$ cat config.mk
export PLATFORM = sky130hd
export DESIGN_NAME = reduce_extreme
export DESIGN_NICKNAME = d
export VERILOG_FILES = /design/src/rtl/reduce_extreme.sv
export SDC_FILE = /design/constraint.sdc
export NUM_CORES = 1
export LEC_CHECK = 0
export CORE_UTILIZATION = 39
export CTS_CLUSTER_DIAMETER = 30
export CTS_CLUSTER_SIZE = 30
export DETAILED_ROUTE_END_ITERATION = 12
export PLACE_DENSITY = 0.67
export SYNTH_ARGS = -nofsm -noshare
export SYNTH_HDL_FRONTEND = slang
export SYNTH_SLANG_ARGS = --single-unit
export TNS_END_PERCENT = 20
$ cat constraint.sdc
create_clock -name clk -period 24 [get_ports clk]
set_clock_uncertainty 0.05 [all_clocks]
set_input_delay 6 -clock clk [delete_from_list [all_inputs] [get_ports clk]]
set_output_delay 6 -clock clk [all_outputs]
set_load 0.05 [all_outputs]
$ cat src/rtl/reduce_extreme.sv
// Per-lane min/max reduction over a memory run, with a pass-through write of every element
// read and a held result that waits for downstream acceptance.
module reduce_extreme #(
    parameter int unsigned AW      = 12,
    parameter int unsigned DW      = 32,
    parameter int unsigned NCH     = 4,
    parameter int unsigned FP_MODE = 1
) (
    input  logic              clk,
    input  logic              rst,
    input  logic              start,
    input  logic [AW:0]       len,
    input  logic              mode_min,
    output logic              ready,
    output logic [AW-1:0]     rd_addr,
    input  logic [NCH*DW-1:0] rd_data,
    output logic [AW-1:0]     wr_addr,
    output logic [NCH*DW-1:0] wr_data,
    output logic              wr_ena,
    output logic [NCH*DW-1:0] result,
    output logic [NCH*AW-1:0] result_idx,
    output logic              done,
    input  logic              downstream_ready
);

    localparam logic [DW-1:0] ID_MAX = (FP_MODE != 0) ? DW'(32'hFF80_0000) : {1'b1, {(DW-1){1'b0}}};
    localparam logic [DW-1:0] ID_MIN = (FP_MODE != 0) ? DW'(32'h7F80_0000) : {1'b0, {(DW-1){1'b1}}};
    localparam int unsigned   EXP_HI = DW - 2;
    localparam int unsigned   EXP_LO = DW - 9;

    typedef enum logic [1:0] {IDLE, RUN, HOLD} state_t;

    state_t          state;
    logic            start_q;
    logic            issuing;
    logic            rd_valid_q;
    logic            mode_q;
    logic [AW:0]     len_q;
    logic [AW-1:0]   wr_addr_q;
    logic [DW-1:0]   acc     [NCH];
    logic [AW-1:0]   acc_idx [NCH];
    logic [NCH-1:0]  upd_c;
    logic            start_edge_c;
    logic            last_rd_c;

    // Map a value onto an unsigned key whose ordering matches the numeric ordering; both zeros share one key.
    function automatic logic [DW-1:0] order_key(input logic [DW-1:0] v);
        logic [DW-1:0] k;
        if (FP_MODE != 0) begin
            if (v[DW-2:0] == '0)
                k = {1'b1, {(DW-1){1'b0}}};
            else if (v[DW-1])
                k = ~v;
            else
                k = {1'b1, v[DW-2:0]};
        end else begin
            k = {~v[DW-1], v[DW-2:0]};
        end
        return k;
    endfunction

    function automatic logic is_nan(input logic [DW-1:0] v);
        return (FP_MODE != 0) && (&v[EXP_HI:EXP_LO]) && (|v[EXP_LO-1:0]);
    endfunction

    function automatic logic better(input logic [DW-1:0] cand, input logic [DW-1:0] cur,
                                    input logic find_min);
        logic [DW-1:0] kc;
        logic [DW-1:0] ka;
        kc = order_key(cand);
        ka = order_key(cur);
        if (is_nan(cand))
            return 1'b0;
        return find_min ? (kc < ka) : (kc > ka);
    endfunction

    assign start_edge_c = start & ~start_q;
    assign last_rd_c    = ({1'b0, rd_addr} == len_q - (AW+1)'(1));

    // Strict compare only, so ties keep the earliest index.
    always_comb begin
        upd_c = '0;
        for (int k = 0; k < int'(NCH); k++)
            upd_c[k] = rd_valid_q & better(rd_data[k*DW +: DW], acc[k], mode_q);
    end

    // Write port mirrors the read data in the cycle it returns.
    assign wr_ena  = rd_valid_q;
    assign wr_addr = wr_addr_q;
    assign wr_data = rd_data;

    for (genvar g = 0; g < int'(NCH); g++) begin : g_out
        assign result[g*DW +: DW]     = acc[g];
        assign result_idx[g*AW +: AW] = acc_idx[g];
    end

    always_ff @(posedge clk or posedge rst) begin
        if (rst) begin
            state      <= IDLE;
            ready      <= 1'b1;
            done       <= 1'b0;
            rd_addr    <= '0;
            start_q    <= 1'b0;
            issuing    <= 1'b0;
            rd_valid_q <= 1'b0;
            mode_q     <= 1'b0;
            len_q      <= '0;
            wr_addr_q  <= '0;
            for (int k = 0; k < int'(NCH); k++) begin
                acc[k]     <= ID_MAX;
                acc_idx[k] <= '0;
            end
        end else begin
            start_q    <= start;
            done       <= 1'b0;
            rd_valid_q <= issuing;
            wr_addr_q  <= rd_addr;
            for (int k = 0; k < int'(NCH); k++) begin
                if (upd_c[k]) begin
                    acc[k]     <= rd_data[k*DW +: DW];
                    acc_idx[k] <= wr_addr_q;
                end
            end
            case (state)
                IDLE: begin
                    if (start_edge_c) begin
                        len_q  <= len;
                        mode_q <= mode_min;
                        ready  <= 1'b0;
                        for (int k = 0; k < int'(NCH); k++) begin
                            acc[k]     <= mode_min ? ID_MIN : ID_MAX;
                            acc_idx[k] <= '0;
                        end
                        if (len == '0) begin
                            done  <= 1'b1;
                            state <= HOLD;
                        end else begin
                            issuing <= 1'b1;
                            rd_addr <= '0;
                            state   <= RUN;
                        end
                    end
                end
                RUN: begin
                    if (issuing) begin
                        if (last_rd_c) begin
                            issuing <= 1'b0;
                            rd_addr <= '0;
                        end else begin
                            rd_addr <= rd_addr + AW'(1);
                        end
                    end else if (rd_valid_q) begin
                        // Final element is folded in on this edge; results are complete next cycle.
                        done  <= 1'b1;
                        state <= HOLD;
                    end
                end
                HOLD: begin
                    if (downstream_ready) begin
                        ready <= 1'b1;
                        state <= IDLE;
                    end
                end
                default: state <= IDLE;
            endcase
        end
    end

endmodule

==> results of run 1 <==
==> metrics by stage <==
step,hold WS (ns),std cells
after global routing,0.469,3088
after detailed placement,0.413,2961
after CTS,0.423,3088
after floorplan,0.376,2120
final,0.420,3089
after global placement,0.403,2961
==> metal layers <==
| metal | wire (um) | vias up | global-route usage, % |
|---|---|---|---|
| met3 | 2800 | 90 | 3.93 |
| met1 | 24000 | 7862 | 29.8 |
| met2 | 27200 | 511 | 39.3 |
| met5 | 0 | - | 0 |
| met4 | 1620 | 0 | 9.93 |
| li1 | - | 7755 | - |
==> flip-flops by register name, summed over array words and instances, names as in the netlist <==
| name | count |
|---|---|
| done | 1 |
| issuing | 1 |
| len_q | 13 |
| mode_q | 1 |
| rd_addr | 12 |
| ready | 1 |
| result | 128 |
| result_idx | 48 |
| start_q | 1 |
| state | 2 |
| wr_addr | 12 |
| wr_ena | 1 |
==> logic make-up (layout without fill, tap and decap cells) <==
group	after synthesis	in the layout	synth area share [%]
AOI/OAI and AO/OA	157	157	5.54
xor gates and xnor gates	261	261	12.9
buffers and inverters	272	648	8.68
adders and majority gates	130	130	9.16
other	0	1	0
and+or+nand+nor	904	904	22.5
muxes	175	175	9.86
DFF	221	221	31.4
==> cell usage after synthesis (all sizes together) (10+ instances only) <==
cell,count
nand2,458
nor2,205
dfrtp,184
mux2i,175
buf,165
xor2,133
ha,130
xnor2,128
clkbuf,86
nor4,66
a21oi,58
nand4,50
dfstp,37
o21ai,36
nand3,28
nor3,24
inv,21
nand2b,16
or4,10
==> worst register-to-register path, delay by kind of cell, from the launching register on <==
| family | cells | cell delay (ns) |
|---|---|---|
| muxes | 1 | 0.29 |
| buffers and inverters | 2 | 0.92 |
| adders and majority gates | 1 | 0.30 |
| AOI/OAI and AO/OA | 1 | 0.22 |
| DFF | 1 | 0.42 |
| and+or+nand+nor | 7 | 2.61 |
==> final cells by class <==
| type | instances | area (sq um) |
|---|---|---|
| diodes | 1 | 2.50 |
| clock buffers | 98 | 2040 |
| clock inverters | 29 | 444 |
| fillers | 3969 | 20100 |
| inverters | 21 | 86.3 |
| multi-input cells | 1627 | 10700 |
| flip-flops and latches | 221 | 5580 |
| well taps | 592 | 741 |
| repair buffers | 500 | 4920 |
==> final timing paths <==
| check | end | slack [ns] | cells past startpoint |
|---|---|---|---|
| max in group asynchronous | result[35]$_DFF_PP0_ | 15.79 | 4 |
| max reg2reg | result[98]$_DFF_PP0_ | 19.12 | 12 |
| min in group asynchronous | result[71]$_DFF_PP0_ | 5.83 | 2 |
| min | wr_ena$_DFF_PP0_ | 0.42 | 0 |
| max | wr_data[95] | 10.25 | 2 |
| min reg2reg | wr_ena$_DFF_PP0_ | 0.42 | 0 |
==> report_power, final <==
part | total, mW | switching (mW) | internal, mW
registers | 0.824 | 0.249 | 0.576
logic | 2.45 | 1.49 | 0.953
clock network | 0.954 | 0.262 | 0.693
total | 4.23 | 2.00 | 2.22
==> results.sh, run 1 <==
export IMPL_rsz0062_at_grt="no"
export IMPL_antenna_found_initial=0
export IMPL_cts_tree="yes"
export IMPL_cp_data_arrival_time_ns=7.70
export IMPL_crit_required_ns=17.95
export IMPL_leakage_nw=11.4
export IMPL_synthArstFlopShare_pct=100
export IMPL_die_x_um=215
export IMPL_final_util_pct=54.9
export IMPL_worstPathMaxFanout=34
export IMPL_crit_type="in2out"
export IMPL_core_area_sq_mm=0.0446
export IMPL_ys_seq_area_share_pct=31.4
export IMPL_initial_core_util_pct=39.8
export IMPL_post_cts_resized=0
export IMPL_status="complete, no violations"
export IMPL_synth_top_flop_cell="dfrtp_1"
export IMPL_ctsHoldBuffers=0
export IMPL_power_density_mw_per_mm2=172
export IMPL_synthTopCellsByArea="dfrtp_1 26%, mux2i_1 9.9%, nand2_1 9.7%"
export IMPL_grt_pass1_vias=15900
export IMPL_drt_wl_total_mm=55.7
export IMPL_path_clk_slew_ns=0.04
export IMPL_relSlewSlack_pct=30.4
export IMPL_dieHeight_um=215
export IMPL_dieArea_sq_mm=0.0464
export IMPL_cts_buffer_depth=3
export IMPL_grt_max_degree=103
export IMPL_clock_sinks=221
export IMPL_vias=16200
export IMPL_ys_warn_count=0
export IMPL_peakVddDrop_v=0.000104
export IMPL_synth_area_sq_mm=0.0178
export IMPL_r2r_start="result[115]$_DFF_PP0_"
export IMPL_hold_path_startpoint="issuing$_DFFE_PP0P_"
export IMPL_cts_made_buffers=70
export IMPL_cp_start_kind="input pin"
export IMPL_fin_nets=2717
export IMPL_synth_nets=2396
export IMPL_tns_ns=0
export IMPL_slowest_stage="clkdlybuf4s50_1"
export IMPL_finalSetupViolCount=0
export IMPL_ios=477
export IMPL_wire_per_inst_um=18.0
export IMPL_place_congestion=0.861
export IMPL_row_count=77
export IMPL_worst_pin_slew_ns=1.04
export IMPL_synth_top_area_cell="dfrtp_1"
export IMPL_port_buffers=476
export IMPL_drv_cap=0
export IMPL_post_cts_repair_setup_buffers=0
export IMPL_drive_gt1_share_pct=8.09
export IMPL_path_delay_family="buffers and inverters"
export IMPL_place_hpwl_mm=39.5
export IMPL_design_area_sq_mm=0.0245
export IMPL_overflow=0
export IMPL_ys_seq_elements=221
export IMPL_drtIter0Drc=945
export IMPL_hold_path_class="reg2reg"
export IMPL_htree_levels=3
export IMPL_final_period_utilization_pct=57.3
export IMPL_grtUsageTotal_pct=23.5
export IMPL_fin_crit_ns=13.75
export IMPL_fmax_mhz=72.7
export IMPL_yosysTopAreaCellShare_pct=25.9
export IMPL_slowest_delay_ns=0.96
export IMPL_final_common_cell="clkdlybuf4s50_1"
export IMPL_slew_violations=0
export IMPL_syn_area_per_cell_sq_um=8.38
export IMPL_antenna_left=0
export IMPL_total_power_mw=4.23
export IMPL_root_buffer="clkbuf_16"
export IMPL_critPathBufInv=2
export IMPL_syn2layout_area_growth_pct=37.9
export IMPL_synth_cell_types=60
export IMPL_worst_slack_ns=10.25
export IMPL_synth_enable_flop_cells=0
export IMPL_dpl_cell_area_sq_mm=0.0220
export IMPL_dr_pass1_iters=5
export IMPL_crit_chain="buf_2 -> clkdlybuf4s50_1"
export IMPL_crit_path_end_kind="output pin"
export IMPL_crit_start="rd_data[95]"
export IMPL_timing_hold_violations_final=0
export IMPL_pre_cts_slack_ns=10.25
export IMPL_vias_per_cell=5.25
export IMPL_grt_pass1_wl_mm=87.2
export IMPL_syn_inst=2120
export IMPL_drc=0
export IMPL_clk_latency_ns=0.58
export IMPL_final_cell_mix="472 x clkdlybuf4s50_1, 457 x nand2_1, 204 x nor2_1, 184 x dfrtp_1, 175 x mux2i_1"
(Power assumes the default switching activity.)
==> run 2, diff against run 1 <==
clock period = 14.4 ns   (was 24 ns; I/O delays follow)
==> run 2 against run 1 <==
- register-to-register slack got worse by 9.8 ns
- utilization shrank 0.16 points
- count of clock-buffer cells in the layout rose by 2
- sequential power increased by 66%
- power is 66% higher
- critical path depth did not move
- critical path type unchanged
- largest cell class unchanged
- highest routed layer unchanged
==> results.sh, run 2 (same netlist as run 1, synthesis figures left out) <==
export IMPL_path_clk_slew_ns=0.04
export IMPL_pwr_share_seq_pct=19.6
export IMPL_timing_hold_violations_final=0
export IMPL_die_x_um=215
export IMPL_holdWs_ns=0.439
export IMPL_slew_violations=0
export IMPL_antenna_found_initial=1
export IMPL_worst_pin_slew_ns=1.02
export IMPL_intPower_mw=3.65
export IMPL_wire_per_inst_um=18.0
export IMPL_overflow=0
export IMPL_syn2layout_area_growth_pct=37.5
export IMPL_grtUsageTotal_pct=23.7
export IMPL_final_period_utilization_pct=62.1
export IMPL_finalSetupViolCount=0
export IMPL_clk_latency_ns=0.58
export IMPL_path_delay_family="buffers and inverters"
export IMPL_initial_core_util_pct=39.8
export IMPL_vias_per_cell=5.23
export IMPL_peakVddDrop_v=0.000177
export IMPL_hold_path_class="reg2reg"
export IMPL_final_cell_mix="472 x clkdlybuf4s50_1, 457 x nand2_1, 204 x nor2_1, 184 x dfrtp_1, 175 x mux2i_1"
export IMPL_port_buffers=476
export IMPL_fillCellCount=3980
export IMPL_cts_made_buffers=70
export IMPL_clock_sinks=221
export IMPL_grt_pass1_vias=16000
export IMPL_core_area_sq_mm=0.0446
export IMPL_post_cts_resized=0
export IMPL_row_count=77
export IMPL_place_hpwl_mm=39.7
export IMPL_met2_usage_pct=39.4
export IMPL_dr_pass1_iters=5
export IMPL_drc=0
export IMPL_dieArea_sq_mm=0.0464
export IMPL_htree_levels=3
export IMPL_drive_gt1_share_pct=8.05
export IMPL_drt_wl_total_mm=55.6
export IMPL_rsz0062_at_grt="no"
export IMPL_fin_nets=2717
export IMPL_worstPathMaxFanout=34
export IMPL_tns_ns=0
export IMPL_hold_path_startpoint="rd_addr[11]$_DFFE_PP0P_"
export IMPL_power_density_mw_per_mm2=286
export IMPL_drtIter0Drc=1003
export IMPL_slowest_stage="clkdlybuf4s50_1"
export IMPL_largest_reg_flops=128
export IMPL_top_usage_layer="met2"
export IMPL_p_sw_share_pct=47.9
export IMPL_status="complete, no violations"
export IMPL_root_buffer="clkbuf_16"
export IMPL_final_util_pct=54.8
export IMPL_multi_input_area_sq_mm=0.0107
export IMPL_use_met3_pct=5.03
export IMPL_regArea_sq_mm=0.00558
export IMPL_cts_buffer_depth=3
export IMPL_critPathBufInv=2
export IMPL_r2r_start="result[67]$_DFF_PP0_"
export IMPL_dieHeight_um=215
export IMPL_grt_max_degree=103
export IMPL_cts_tree="yes"
export IMPL_crit_chain="buf_2 -> clkdlybuf4s50_1"
export IMPL_leakage_nw=11.3
export IMPL_relSlewSlack_pct=31.7
export IMPL_slowest_delay_ns=0.96
export IMPL_p_sw_mw=3.35
export IMPL_p_comb_share_pct=58.3
export IMPL_cp_data_arrival_time_ns=5.29
export IMPL_crit_path_end_kind="output pin"
export IMPL_drv_cap=0
export IMPL_post_cts_repair_setup_buffers=0
export IMPL_fin_crit_ns=8.94
export IMPL_crit_start="rd_data[31]"
export IMPL_ctsHoldBuffers=0
export IMPL_ios=477
export IMPL_p_clk_share_pct=22.1
export IMPL_antenna_left=0
export IMPL_final_common_cell="clkdlybuf4s50_1"
export IMPL_crit_type="in2out"
export IMPL_place_congestion=0.881
export IMPL_cp_start_kind="input pin"
export IMPL_vias=16200
export IMPL_grt_pass1_wl_mm=88.2
export IMPL_fmax_mhz=112
export IMPL_crit_required_ns=10.75
export IMPL_grt_util_met1_pct=30.1
==> run 2: cell count changes in the layout (fill, tap and decap cells not counted) <==
cell and change:
clkbuf_8 -2, inv_16 +1, bufinv_16 -4, clkinv_8 -2, clkbuf_1 +2, inv_6 +1, clkinvlp_4 +3, clkbuf_16 +2
==> run 2: path summary, 6_finish.rpt <==
path | depth (start not counted) | slack, ns | endpoint
worst max-delay path | 2 | 5.46 | wr_data[31]
worst min-delay path | 0 | 0.44 | wr_addr[11]$_DFF_PP0_
worst max register to register | 13 | 9.34 | result_idx[26]$_DFF_PP0_
worst min register to register | 0 | 0.44 | wr_addr[11]$_DFF_PP0_
max in group asynchronous | 4 | 8.52 | len_q[9]$_DFFE_PP0P_
min in group asynchronous | 2 | 3.46 | result[71]$_DFF_PP0_
==> run 2: final cells by class <==
class	instances	area share, %
multi-input cells	1627	43.7
inverters	21	0.353
repair buffers	500	20.2
clock buffers	100	8.47
diodes	1	0.0102
flip-flops and latches	221	22.8
well taps	592	3.03
clock inverters	28	1.40
==> run 2: metal layers <==
metal,up-vias,wire (um),part of all wire [%]
met4,0,1600,2.9
met2,533,27000,49
li1,7758,-,-
met3,123,3220,5.8
met1,7760,23800,43
met5,-,0,0
==> run 2: worst register-to-register path, delay by kind of cell (launching register included) <==
kind / cells / cell delay (ns)
mux: 1 / 0.29
buf+inv: 2 / 0.94
simple gates: 8 / 2.76
compound gates: 1 / 0.22
fa+ha+maj: 1 / 0.29
flops: 1 / 0.42
==> run 2: per-stage QoR <==
step	instances	power, mW	cell area [sq um]	worst slack (ns)
2_1_floorplan	2120	4.26	17800	4.76
3_3_place_gp	2961	5.34	22000	5.46
3_5_place_dp	2961	5.45	22000	5.45
4_1_cts	3089	7.04	24400	5.46
5_1_grt	3089	7.45	24400	5.37
6_report	3090	7.00	24400	5.46
==> run 2: power by group through the flow <==
stage | Sequential, mW | Clock (mW) | Combinational [mW]
after floorplan | 2.12 | 0 | 2.14
after global placement | 1.36 | 0 | 3.98
after detailed placement | 1.37 | 0 | 4.07
after CTS | 1.37 | 1.57 | 4.10
after global routing | 1.42 | 1.61 | 4.43
final | 1.37 | 1.55 | 4.08
